File: src/rtl/ccc_dyncfg_ctrl_pkg.sv
// Shared definitions for the CCC dynamic-reconfiguration sequencer.
// The AHB register block decodes status with the same state encoding.
package ccc_dyncfg_ctrl_pkg;

  typedef enum logic [2:0] {
    ST_LOAD      = 3'd0,
    ST_SHIFT     = 3'd1,
    ST_UPDATE    = 3'd2,
    ST_WAIT_LOCK = 3'd3,
    ST_RUN       = 3'd4,
    ST_ERROR     = 3'd5
  } ccc_state_t;

  localparam int CFG_W_DEFAULT = 81;

  function automatic logic state_busy(input ccc_state_t st);
    return st inside {ST_LOAD, ST_SHIFT, ST_UPDATE};
  endfunction

  function automatic logic state_accepts_start(input ccc_state_t st);
    return st inside {ST_WAIT_LOCK, ST_RUN, ST_ERROR};
  endfunction

endpackage

File: src/rtl/ccc_dyncfg_ctrl_lock_filter.sv
// PLL lock qualifier: 2-flop synchroniser followed by a consecutive-cycle
// stability counter that only runs while the sequencer is waiting for lock.
module ccc_lock_filter
  import ccc_dyncfg_ctrl_pkg::*;
#(
  parameter int LOCK_STABLE = 256,
  parameter int CNT_W       = 16
) (
  input  logic clock,
  input  logic reset,
  input  logic lock_async,
  input  logic count_en,
  output logic lock_s,
  output logic lock_ok
);

  localparam logic [CNT_W-1:0] STABLE_LAST = CNT_W'(LOCK_STABLE - 1);

  logic             sync1;
  logic             sync2;
  logic [CNT_W-1:0] stable_cnt;

  // Counter saturates at its terminal value so lock_ok cannot wrap away.
  always_ff @(posedge clock) begin
    if (reset) begin
      sync1      <= 1'b0;
      sync2      <= 1'b0;
      stable_cnt <= '0;
    end else begin
      sync1 <= lock_async;
      sync2 <= sync1;
      if (!count_en || !sync2) begin
        stable_cnt <= '0;
      end else if (stable_cnt != STABLE_LAST) begin
        stable_cnt <= stable_cnt + CNT_W'(1);
      end
    end
  end

  assign lock_s  = sync2;
  assign lock_ok = sync2 && (stable_cnt == STABLE_LAST);

endmodule

File: src/rtl/ccc_dyncfg_ctrl.sv
// MSS_CCC PLL dynamic reconfiguration sequencer: serial config load,
// lock qualification with timeout, and fabric reset release / lock-loss watch.
module ccc_dyncfg_ctrl
  import ccc_dyncfg_ctrl_pkg::*;
#(
  parameter int CFG_W        = CFG_W_DEFAULT,
  parameter int SCLK_DIV     = 4,
  parameter int LOCK_TIMEOUT = 65535,
  parameter int LOCK_STABLE  = 256,
  parameter int CNT_W        = 16
) (
  input  logic             HCLK,
  input  logic             HRESET,
  input  logic [CFG_W-1:0] CFG_DATA,
  input  logic             CFG_START,
  output logic             CFG_BUSY,
  output logic             CFG_DONE,
  output logic             CFG_ERR,
  output logic             LOCK_LOST,
  output logic             PLL_SCLK,
  output logic             PLL_SDIN,
  output logic             PLL_SSHIFT,
  output logic             PLL_SUPDATE,
  input  logic             PLL_LOCK,
  output logic             FAB_RST
);

  localparam logic [CNT_W-1:0] DIV_LAST     = CNT_W'(SCLK_DIV - 1);
  localparam logic [CNT_W-1:0] BIT_LAST     = CNT_W'(CFG_W - 1);
  localparam logic [CNT_W-1:0] TIMEOUT_LAST = CNT_W'(LOCK_TIMEOUT - 1);

  ccc_state_t       state, state_nxt;
  logic [CFG_W-1:0] shreg, shreg_nxt, shreg_shifted;
  logic [CNT_W-1:0] div_cnt, div_nxt;
  logic [CNT_W-1:0] bit_cnt, bit_nxt;
  logic [CNT_W-1:0] timeout_cnt, timeout_nxt;
  logic sclk_q, sclk_nxt, sdin_q, sdin_nxt;
  logic sshift_q, sshift_nxt, supdate_q, supdate_nxt;
  logic fab_rst_q, fab_rst_nxt, err_q, err_nxt, lost_q, lost_nxt;
  logic reconfig_q, reconfig_nxt;
  logic lock_s, lock_ok, accept, div_end, sclk_fall;

  ccc_lock_filter #(
    .LOCK_STABLE (LOCK_STABLE),
    .CNT_W       (CNT_W)
  ) u_lock_filter (
    .clock      (HCLK),
    .reset      (HRESET),
    .lock_async (PLL_LOCK),
    .count_en   (state == ST_WAIT_LOCK),
    .lock_s     (lock_s),
    .lock_ok    (lock_ok)
  );

  // A qualifying lock outranks a same-cycle START so DONE is never orphaned.
  assign accept        = CFG_START && state_accepts_start(state)
                         && !(state == ST_WAIT_LOCK && lock_ok);
  assign div_end       = (div_cnt == DIV_LAST);
  assign sclk_fall     = div_end && sclk_q;
  assign shreg_shifted = shreg >> 1;

  always_comb begin
    state_nxt    = state;
    shreg_nxt    = shreg;
    div_nxt      = '0;
    bit_nxt      = bit_cnt;
    timeout_nxt  = '0;
    sclk_nxt     = sclk_q;
    sdin_nxt     = sdin_q;
    sshift_nxt   = sshift_q;
    supdate_nxt  = supdate_q;
    fab_rst_nxt  = fab_rst_q;
    err_nxt      = err_q;
    lost_nxt     = lost_q;
    reconfig_nxt = reconfig_q;

    if (accept) begin
      state_nxt    = ST_LOAD;
      shreg_nxt    = CFG_DATA;
      fab_rst_nxt  = 1'b1;
      err_nxt      = 1'b0;
      lost_nxt     = 1'b0;
      reconfig_nxt = 1'b1;
    end else begin
      unique case (state)
        ST_LOAD: begin
          sshift_nxt = 1'b1;
          sdin_nxt   = shreg[0];
          sclk_nxt   = 1'b0;
          bit_nxt    = '0;
          state_nxt  = ST_SHIFT;
        end
        ST_SHIFT: begin
          div_nxt = div_end ? '0 : div_cnt + CNT_W'(1);
          if (div_end) sclk_nxt = ~sclk_q;
          if (sclk_fall) begin
            if (bit_cnt == BIT_LAST) begin
              sshift_nxt  = 1'b0;
              supdate_nxt = 1'b1;
              sdin_nxt    = 1'b0;
              state_nxt   = ST_UPDATE;
            end else begin
              shreg_nxt = shreg_shifted;
              sdin_nxt  = shreg_shifted[0];
              bit_nxt   = bit_cnt + CNT_W'(1);
            end
          end
        end
        ST_UPDATE: begin
          div_nxt = div_end ? '0 : div_cnt + CNT_W'(1);
          if (div_end) sclk_nxt = ~sclk_q;
          if (sclk_fall) begin
            supdate_nxt = 1'b0;
            state_nxt   = ST_WAIT_LOCK;
          end
        end
        ST_WAIT_LOCK: begin
          if (lock_ok) begin
            state_nxt    = ST_RUN;
            reconfig_nxt = 1'b0;
          end else if (timeout_cnt == TIMEOUT_LAST) begin
            state_nxt = ST_ERROR;
            err_nxt   = 1'b1;
          end else begin
            timeout_nxt = timeout_cnt + CNT_W'(1);
          end
        end
        ST_RUN: begin
          // Fabric reset releases one cycle after entering RUN.
          if (!lock_s) begin
            state_nxt   = ST_WAIT_LOCK;
            fab_rst_nxt = 1'b1;
            lost_nxt    = 1'b1;
          end else begin
            fab_rst_nxt = 1'b0;
          end
        end
        ST_ERROR: fab_rst_nxt = 1'b1;
        default:  state_nxt   = ST_WAIT_LOCK;
      endcase
    end
  end

  always_ff @(posedge HCLK) begin
    if (HRESET) begin
      state       <= ST_WAIT_LOCK;
      shreg       <= '0;
      div_cnt     <= '0;
      bit_cnt     <= '0;
      timeout_cnt <= '0;
      sclk_q      <= 1'b0;
      sdin_q      <= 1'b0;
      sshift_q    <= 1'b0;
      supdate_q   <= 1'b0;
      fab_rst_q   <= 1'b1;
      err_q       <= 1'b0;
      lost_q      <= 1'b0;
      reconfig_q  <= 1'b0;
    end else begin
      state       <= state_nxt;
      shreg       <= shreg_nxt;
      div_cnt     <= div_nxt;
      bit_cnt     <= bit_nxt;
      timeout_cnt <= timeout_nxt;
      sclk_q      <= sclk_nxt;
      sdin_q      <= sdin_nxt;
      sshift_q    <= sshift_nxt;
      supdate_q   <= supdate_nxt;
      fab_rst_q   <= fab_rst_nxt;
      err_q       <= err_nxt;
      lost_q      <= lost_nxt;
      reconfig_q  <= reconfig_nxt;
    end
  end

  assign CFG_BUSY    = state_busy(state);
  assign CFG_DONE    = (state == ST_WAIT_LOCK) && lock_ok && reconfig_q;
  assign CFG_ERR     = err_q;
  assign LOCK_LOST   = lost_q;
  assign PLL_SCLK    = sclk_q;
  assign PLL_SDIN    = sdin_q;
  assign PLL_SSHIFT  = sshift_q;
  assign PLL_SUPDATE = supdate_q;
  assign FAB_RST     = fab_rst_q;

endmodule

File: config.mk
export PLATFORM = sky130hd
export DESIGN_NAME = ccc_dyncfg_ctrl
export DESIGN_NICKNAME = d
export VERILOG_FILES = /design/src/rtl/ccc_dyncfg_ctrl_pkg.sv /design/src/rtl/ccc_dyncfg_ctrl_lock_filter.sv /design/src/rtl/ccc_dyncfg_ctrl.sv
export SDC_FILE = /design/constraint.sdc
export NUM_CORES = 1
export LEC_CHECK = 0
export ABC_AREA = 1
export CORE_AREA = 2 2 123 125
export CTS_BUF_LIST = sky130_fd_sc_hd__clkbuf_16
export CTS_CLUSTER_SIZE = 16
export DETAILED_ROUTE_END_ITERATION = 12
export DIE_AREA = 0 0 125 127
export PLACE_DENSITY = 0.79
export SLEW_MARGIN = 25
export SYNTH_ARGS = -nofsm -noshare
export SYNTH_HDL_FRONTEND = slang
export SYNTH_SLANG_ARGS = --single-unit
File: constraint.sdc
create_clock -name HCLK -period 2.3 [get_ports HCLK]
set_input_delay 0.345 -clock HCLK [delete_from_list [all_inputs] [get_ports HCLK]]
set_output_delay 0.345 -clock HCLK [all_outputs]
set_load 0.01 [all_outputs]
==> results of run 1 <==
-- state kept, by name, summed over array words and instances, names as in the netlist, 3 cells and up --
signal	count
shreg	81
state	3
bit_cnt	16
u_lock_filter.stable_cnt	16
timeout_cnt	16
div_cnt	16
-- critical path, stage by stage (launching register included) --
cell and delay (ps):
dfxtp_1 360, inv_1 120, nand2_1 90, nor2_2 100
inv_1 70, nand2_1 100, clkdlybuf4s50_1 540
-- cell usage after synthesis, types with 2 or more instances --
library cell,instances,share of area
nand2_1,384,0.18
nor2_1,196,0.091
dfxtp_1,158,0.39
nand3_1,123,0.076
a21oi_1,93,0.058
inv_1,73,0.034
nor3_1,25,0.016
nand4_1,23,0.018
buf_2,22,0.014
clkbuf_1,18,0.0084
xor2_1,18,0.020
inv_2,13,0.0061
buf_4,11,0.010
or2_2,11,0.0086
o21ai_0,10,0.0062
ha_1,6,0.0093
nand2_2,6,0.0047
o21a_1,6,0.0056
nor2_2,5,0.0039
xnor2_1,5,0.0054
buf_6,4,0.0056
nor2_4,4,0.0056
nor3b_1,3,0.0028
a211oi_1,2,0.0019
a31oi_1,2,0.0016
o21bai_1,2,0.0019
-- power by group through the flow --
stage | Sequential, mW | Clock, mW | Combinational, mW
after detailed placement | 3.27 | 0 | 2.35
after floorplan | 3.23 | 0 | 1.79
after global routing | 3.26 | 2.94 | 2.68
after global placement | 3.26 | 0 | 2.32
final | 3.22 | 2.80 | 2.38
after CTS | 3.21 | 2.83 | 2.37
-- cells by family after synthesis --
group                    after synthesis
AND/OR/NAND/NOR                      787
flip-flops                           158
buffers and inverters                141
AO/OA/AOI/OAI                        118
XOR/XNOR                              23
adder cells (fa/ha/maj)                6
-- routing by layer --
metal	share of wire	wire [um]	track usage
met5	0	0	0
met2	0.48	9110	0.415
met3	0.050	951	0.0503
met4	0.014	274	0.0784
met1	0.46	8840	0.310
-- through the flow --
step | setup slack (ps) | power, mW | cell area [um2] | instances | hold slack [ps]
4_1_cts | 15.6 | 8.41 | 9690 | 1507 | 220
3_3_place_gp | 170 | 5.58 | 9110 | 1476 | 401
2_1_floorplan | 457 | 5.02 | 8050 | 1233 | 388
6_report | 144 | 8.40 | 9720 | 1508 | 224
5_1_grt | 5.49 | 8.88 | 9720 | 1508 | 240
3_5_place_dp | 90.3 | 5.62 | 9110 | 1476 | 398
-- layout make-up --
cell class | instances | area, um2 | area share
well taps | 184 | 230 | 0.0237
repair buffers | 115 | 1140 | 0.117
clock inverters | 14 | 153 | 0.0157
flip-flops and latches | 158 | 3170 | 0.326
inverters | 86 | 323 | 0.0332
multi-input cells | 934 | 4290 | 0.441
clock buffers | 17 | 425 | 0.0437
-- final timing paths --
check	start	end	cells past startpoint
max	state[0]	CFG_BUSY	6
min	HRESET	bit_cnt[11]	2
max reg2reg	div_cnt[0]	shreg[7]	12
min reg2reg	u_lock_filter.sync1	u_lock_filter.lock_s	2
-- what timing repair did --
| item | in CTS | in global routing |
|---|---|---|
| setup buffers | 0 | 1 |
| pin swaps | 0 | 1 |
| endpoints found under the setup margin | 1 | 14 |
| cloned | 0 | 0 |
| gates resized for setup | 3 | 7 |
| hold buffers | 0 | 0 |
==> summary.txt, run 1 <==
Floorplanning
  • I/O pins: 94
  • Die W: 125 um
  • Chip Height: 127 um
  • Initial Util: 0.558
  • Rows: 44
  • Core box area: 0.0144 mm2
  • Die ar.: 0.0159 mm2

Clocking
  • H-tree levels: 4
  • CTS tree: done
  • Root buffer cell: clkbuf_16
  • Clock transition at path regs: 60 ps
  • Max Buffers Root-to-Sink: 2
  • Worst-skew pair later-pin latency: 430 ps
  • Clock sink total: 158
  • Num CTS Buffers: 17

Timing
  • Hold Fails Final Rpt: 0
  • Slew Viols, Final: 0
  • Clock Skews: 8.84 ps
  • Actual slew at the worst max-slew pin: 600 ps
  • Setup TNS: 0 ps
  • Finish-stage setup viols: 0
  • FMAX: 464 MHz
  • Period utilization: 0.937
  • RSZ-0062 raised after global routing: no
  • Max-slew headroom: 0.597
  • Crit path time final: 2160 ps

Hold path
  • Worst Hold Class: in2reg

Global route
  • Number of global-route vias before repair: 7127
  • GRT overflow: 0
  • GRT Util Overall: 0.243
  • Initial antenna violation count: 0
  • Largest net degree at the start of global routing: 60
  • First-pass GRT wire length: 32.4 mm

Power and ir drop
  • Comb pwr share: 0.283
  • Max IR drop VDD: 0.640 mV
  • Internal power: 5.59 mW
  • Power share of the clock group: 0.333
  • Switching pwr: 2.80 mW
  • PD cells: 863 mW/mm2
  • Part of the power in registers: 0.384
  • Sw Ratio: 0.334
  • P_leak: 3.97 nW

Yosys
  • Ys async rst share: 0
  • Area of the mapped netlist: 0.00805 mm2
  • Synth unique cells: 36
  • Synth Net Count: 1324
  • Synth warnings: 0
  • Top_reg_cell synth: dfxtp_1
  • Simple-gate portion of the synthesized area: 0.417
  • Synthesized flop and latch total: 158
  • Mux cell area share after synthesis: 0
  • Register area share after synthesis: 0.393
  • Synth Area in Adders: 0.00933
  • Synth Area in Compound Gates: 0.0777
  • Number of enable flip-flop cells after synthesis: 0
  • Post-synthesis average cell area: 6.53 um2
  • Syn Inst Count: 1233
  • Post-synthesis xor/xnor area fraction: 0.0250
  • Largest family of logic cells by synthesized area: simple AND/OR/NAND/NOR gates

Drt
  • Routed via count: 7877
  • Post-route ant nets: 0
  • DRC Markers: 0
  • Drt first-iter violations: 568
  • Wire length per cell: 12.7 um
  • Drt first pass iters: 7
  • Vias per cell: 5.22
  • Final wirelength: 19.2 mm

Cells and area
  • Share of cells above drive strength 1: 0.0755
  • Commonest non-fill, non-tap cell in the layout: nand2_1
  • Most frequent cells in the layout: nand2_1, nor2_1, dfxtp_1, nand3_1, a21oi_1
  • Layout area overhead: 20.8%
  • Final core utilization: 0.674
  • Layout fillers: 1317
  • Nets: 1403
  • Inserted Diodes: 0

Worst setup path
  • CP Max Fanout: 6
  • Worst EP required: 1960 ps
  • Worst Path Class, Setup: reg2out
  • Arr. time, crit path: 1810 ps
  • R2r setup slk: 210 ps
  • Startpoint Class: register
  • Critical Path End Type: output port

Placement
  • PortBufs: 93
  • Gpl congestion: 0.883
  • Post-DP HPWL: 12.6 mm

Run status
  • Status: finished, final reports clean

Flow run
  • Max Cap Viol: 0
Power figures use the tool's default switching activity.
==> run 2: changes to the inputs <==
Settings changed: SETUP_SLACK_MARGIN set to 0.5, TNS_END_PERCENT set to 5.
==> summary.txt, run 2 (synthesized netlist as in run 1, its figures left out) <==
Timing
  • Crit path time final: 2010 ps
  • Slew Viols, Final: 0
  • Setup TNS: 0 ps
  • Max-slew headroom: 0.607
  • Actual slew at the worst max-slew pin: 584 ps
  • Period utilization: 0.875
  • Finish-stage setup viols: 0
  • FMAX: 497 MHz
  • Clock Skews: 8.44 ps
  • Fin Hold WS: 374 ps
  • Hold Fails Final Rpt: 0
  • RSZ-0062 raised after global routing: yes

Power and ir drop
  • Comb pwr share: 0.333
  • Max IR drop VDD: 0.649 mV
  • P_leak: 4.21 nW
  • Part of the power in registers: 0.350
  • Sw Ratio: 0.350
  • Internal power: 6.05 mW
  • Switching pwr: 3.25 mW
  • PD cells: 899 mW/mm2
  • Power share of the clock group: 0.317

Drt
  • Drt first-iter violations: 727
  • Met2 wire len: 10.9 mm
  • Top layer in use: met4
  • Vias per cell: 5.43
  • Post-route ant nets: 0
  • Routed via count: 8319
  • Routed wl met3: 1.45 mm
  • Final wirelength: 21.9 mm
  • M1 wire length: 9.16 mm
  • Drt first pass iters: 5
  • DRC Markers: 0
  • Wire length per cell: 14.3 um

Global route
  • Largest net degree at the start of global routing: 102
  • GRT Util Overall: 0.267
  • GRT overflow: 0
  • First-pass GRT wire length: 35.1 mm
  • Number of global-route vias before repair: 7564
  • Initial antenna violation count: 0

Worst setup path
  • Critical Path End Type: output port
  • Worst Path Class, Setup: reg2out
  • Worst EP required: 1960 ps
  • CP Max Fanout: 4
  • Startpoint Class: register
  • Arr. time, crit path: 1670 ps

Cells and area
  • Nets: 1427
  • Most frequent cells in the layout: nand2_1, nor2_1, dfxtp_1, nand3_1
  • Share of cells above drive strength 1: 0.113
  • Largest register FFs: 81
  • Largest Register: shreg
  • Layout area overhead: 28.5%
  • Post-Layout Cell Count: 1533
  • Design area: 0.0103 mm2
  • Layout fillers: 1180
  • Commonest non-fill, non-tap cell in the layout: nand2_1
  • Inserted Diodes: 0

Flow run
  • Max Cap Viol: 0

Clocking
  • H-tree levels: 4
  • Worst-skew pair later-pin latency: 440 ps
  • Max Buffers Root-to-Sink: 2
  • CTS tree: done
  • Num CTS Buffers: 17
  • Clock sink total: 158
  • Root buffer cell: clkbuf_16
  • CTS Hold Bufs: 0
  • Clock transition at path regs: 70 ps

Hold path
  • Worst Hold Class: in2reg

Floorplanning
  • Initial Util: 0.558
  • Chip Height: 127 um
  • I/O pins: 94
  • Core box area: 0.0144 mm2
  • Rows: 44
  • Die ar.: 0.0159 mm2
  • Die W: 125 um

Run status
  • Status: finished, final reports clean

Placement
  • Post-DP HPWL: 12.5 mm
  • PortBufs: 93
  • Post-place instance area: 0.00911 mm2
  • Gpl congestion: 0.880
  • Dpl cells: 1473
[run 2: cell count changes in the layout (fill, tap and decap cells not counted), sizes merged, moves of 3 or more]
cell,change
buf,+21
clkinvlp,+4
clkbuf,+3
clkinv,-3
[run 2: worst paths after layout]
path,endpoint,slack (ps),cells after the start,startpoint
hold / removal,state[0],370,3,HRESET
setup / recovery,CFG_DONE,290,8,u_lock_filter.stable_cnt[0]
setup reg to reg,shreg[69],330,14,u_lock_filter.stable_cnt[0]
hold reg to reg,u_lock_filter.lock_s,410,2,u_lock_filter.sync1
[run 2: repair_timing]
item / CTS / global route
endpoints found under the setup margin: 131 / 138
cloned: 5 / 4
pin swaps: 6 / 8
setup buffers: 8 / 11
gates resized for setup: 44 / 26
[run 2: worst max-delay path, cell delays in order (launching register included)]
cell and delay, ps:
dfxtp_2 360, ha_4 140, nand2_2 50, inv_2 80, nand2_4 60, nor2_4 150, nand4_4 130, nor2_4 140
buf_6 110
[run 2: area by class of cell]
| type | instances | area, um2 | share of cell area |
|---|---|---|---|
| tap | 184 | 230 | 0.0223 |
| multi-input combinational | 935 | 4430 | 0.428 |
| clock inverter | 15 | 184 | 0.0178 |
| clock buffer | 17 | 425 | 0.0411 |
| timing repair buffer | 138 | 1560 | 0.151 |
| inverter | 86 | 333 | 0.0322 |
| sequential | 158 | 3180 | 0.307 |
[run 2: stage by stage]
step | setup slack, ps | power (mW) | util
after global placement | 174 | 5.59 | 0.632
final | 288 | 9.30 | 0.717
after CTS | 336 | 8.96 | 0.698
after floorplan | 507 | 5.03 | -
after global routing | 242 | 9.74 | 0.717
after detailed placement | 143 | 5.64 | 0.632
[run 2: power groups by stage]
stage / clock (mW) / combinational, mW / sequential [mW]
2_1_floorplan: 0 / 1.79 / 3.23
3_3_place_gp: 0 / 2.33 / 3.26
3_5_place_dp: 0 / 2.36 / 3.28
4_1_cts: 2.96 / 2.77 / 3.23
5_1_grt: 3.08 / 3.38 / 3.28
6_report: 2.95 / 3.10 / 3.25
[run 2: metal layers]
| metal | up-vias | track usage |
|---|---|---|
| met5 | - | 0 |
| met4 | 0 | 0.0935 |
| met3 | 46 | 0.0523 |
| met2 | 326 | 0.466 |
| met1 | 3799 | 0.330 |
| li1 | 4148 | - |
==> run 3: changes to the inputs <==
Settings changed: GPL_TIMING_DRIVEN set to 0.
==> summary.txt, run 3 (synthesized netlist as in run 1, its figures left out) <==
Drt
  • Post-route ant nets: 0
  • Wire length per cell: 13.7 um
  • Final wirelength: 21.4 mm
  • Drt first-iter violations: 846
  • Vias per cell: 5.35
  • Drt first pass iters: 5
  • DRC Markers: 0
  • Routed via count: 8352

Run status
  • Status: finished, final reports clean

Worst setup path
  • Worst Path Class, Setup: reg2out
  • CP Cell Sequence: ha_4 -> nand2_2 -> inv_2 -> nand2_4 -> nor2_4 -> nand4_4 -> buf_8 -> nor2_4 -> buf_6
  • Arr. time, crit path: 1740 ps
  • Critical path's most frequent cell: nor2_4
  • Critical Path End Type: output port
  • Startpoint Class: register
  • Largest stage delay on the critical path: 360 ps
  • CP Max Fanout: 2
  • Worst EP required: 1960 ps
  • Slowest-stage cell, CP: dfxtp_4

Timing
  • Clock Skews: 14.2 ps
  • Slew Viols, Final: 0
  • Period utilization: 0.907
  • Crit path time final: 2090 ps
  • Hold Fails Final Rpt: 0
  • RSZ-0062 raised after global routing: yes
  • Final Worst Setup Slack: 214 ps
  • Max-slew headroom: 0.562
  • FMAX: 479 MHz
  • Finish-stage setup viols: 0
  • Actual slew at the worst max-slew pin: 657 ps

Cells and area
  • Largest register FFs: 81
  • Inserted Diodes: 0
  • Nets: 1456
  • Layout area overhead: 25.9%
  • Commonest non-fill, non-tap cell in the layout: nand2_1
  • Layout fillers: 1253
  • Largest Register: shreg
  • Share of cells above drive strength 1: 0.110
  • Most frequent cells in the layout: nand2_1, nor2_1, dfxtp_1, nand3_1, a21oi_1

Floorplanning
  • Rows: 44
  • Die W: 125 um
  • Core box area: 0.0144 mm2
  • I/O pins: 94
  • Chip Height: 127 um
  • Die ar.: 0.0159 mm2
  • Initial Util: 0.558

Placement
  • PortBufs: 93
  • Post-DP HPWL: 14.6 mm
  • Gpl congestion: 0.901
  • Pre-CTS setup slack: -276 ps

Global route
  • First-pass GRT wire length: 34.9 mm
  • Initial antenna violation count: 0
  • GRT overflow: 0
  • GRT Util Overall: 0.266
  • Number of global-route vias before repair: 7431
  • Largest net degree at the start of global routing: 17

Hold path
  • Worst Hold Class: reg2reg

Clocking
  • CTS tree: done
  • H-tree levels: 4
  • CTS Hold Bufs: 0
  • Num CTS Buffers: 17
  • Max Buffers Root-to-Sink: 2
  • Clock sink total: 158
  • Clock transition at path regs: 70 ps
  • Worst-skew pair later-pin latency: 430 ps
  • Root buffer cell: clkbuf_16

Power and ir drop
  • PD cells: 854 mW/mm2
  • Max IR drop VDD: 0.621 mV
  • P_leak: 4.17 nW
  • Total power: 8.66 mW

Flow run
  • Max Cap Viol: 0
[run 3: changes by cell type in the layout (fill, tap and decap cells not counted), moves of 3 or more]
cell / change
nand2_2: -3
buf_8: +3
buf_2: +11
buf_6: +10
nand2_1: +6
clkbuf_1: +15
nor2_1: +4
buf_16: -5
buf_12: -9
[run 3: layout make-up]
type,instances,area (um2),area share
buffer,55,389,0.0384
sequential,158,3180,0.314
tap,184,230,0.0227
clock inverter,15,134,0.0132
inverter,86,330,0.0326
clock buffer,17,425,0.0420
multi-input combinational,935,4350,0.430
timing repair buffer,112,1090,0.108
[run 3: worst max-delay path, delay by kind of cell, from the launching register on]
family	cells	cell delay, ps
AND/OR/NAND/NOR	5	470
flip-flops	1	360
buffers and inverters	3	350
adder cells (fa/ha/maj)	1	130
[run 3: layer usage]
metal	GRT usage	share of wire
met1	0.354	0.45
met2	0.439	0.47
met3	0.0511	0.063
met4	0.0856	0.015
met5	0	0
[run 3: repair_timing]
item / CTS / global route
gates cloned: 1 / 1
gates resized for setup: 43 / 24
setup buffers: 14 / 4
pin swaps: 5 / 2
endpoints found under the hold margin: 0 / 0
setup endpoints to repair: 140 / 139
[run 3: final timing paths]
| path | end | slack, ps | startpoint | cells after the start |
|---|---|---|---|---|
| max | CFG_DONE | 210 | u_lock_filter.stable_cnt[0] | 9 |
| min | u_lock_filter.lock_s | 410 | u_lock_filter.sync1 | 2 |
| max reg2reg | shreg[0] | 250 | u_lock_filter.stable_cnt[0] | 14 |
| min reg2reg | u_lock_filter.lock_s | 410 | u_lock_filter.sync1 | 2 |
[run 3: stage by stage]
stage | std cells | utilization | hold WS (ps) | TNS (ps) | instance area [um2]
3_3_place_gp | 1510 | 0.639 | 390 | -274 | 9220
5_1_grt | 1562 | 0.703 | 423 | 0 | 10100
6_report | 1562 | 0.703 | 413 | 0 | 10100
2_1_floorplan | 1233 | - | 388 | 0 | 8060
4_1_cts | 1557 | 0.695 | 408 | 0 | 10000
3_5_place_dp | 1510 | 0.639 | 396 | -276 | 9220
[run 3: report_power, final]
part	internal, mW	switching, mW
clock network	1.50	1.20
logic	1.05	1.68
registers	3.04	0.185
total	5.59	3.07
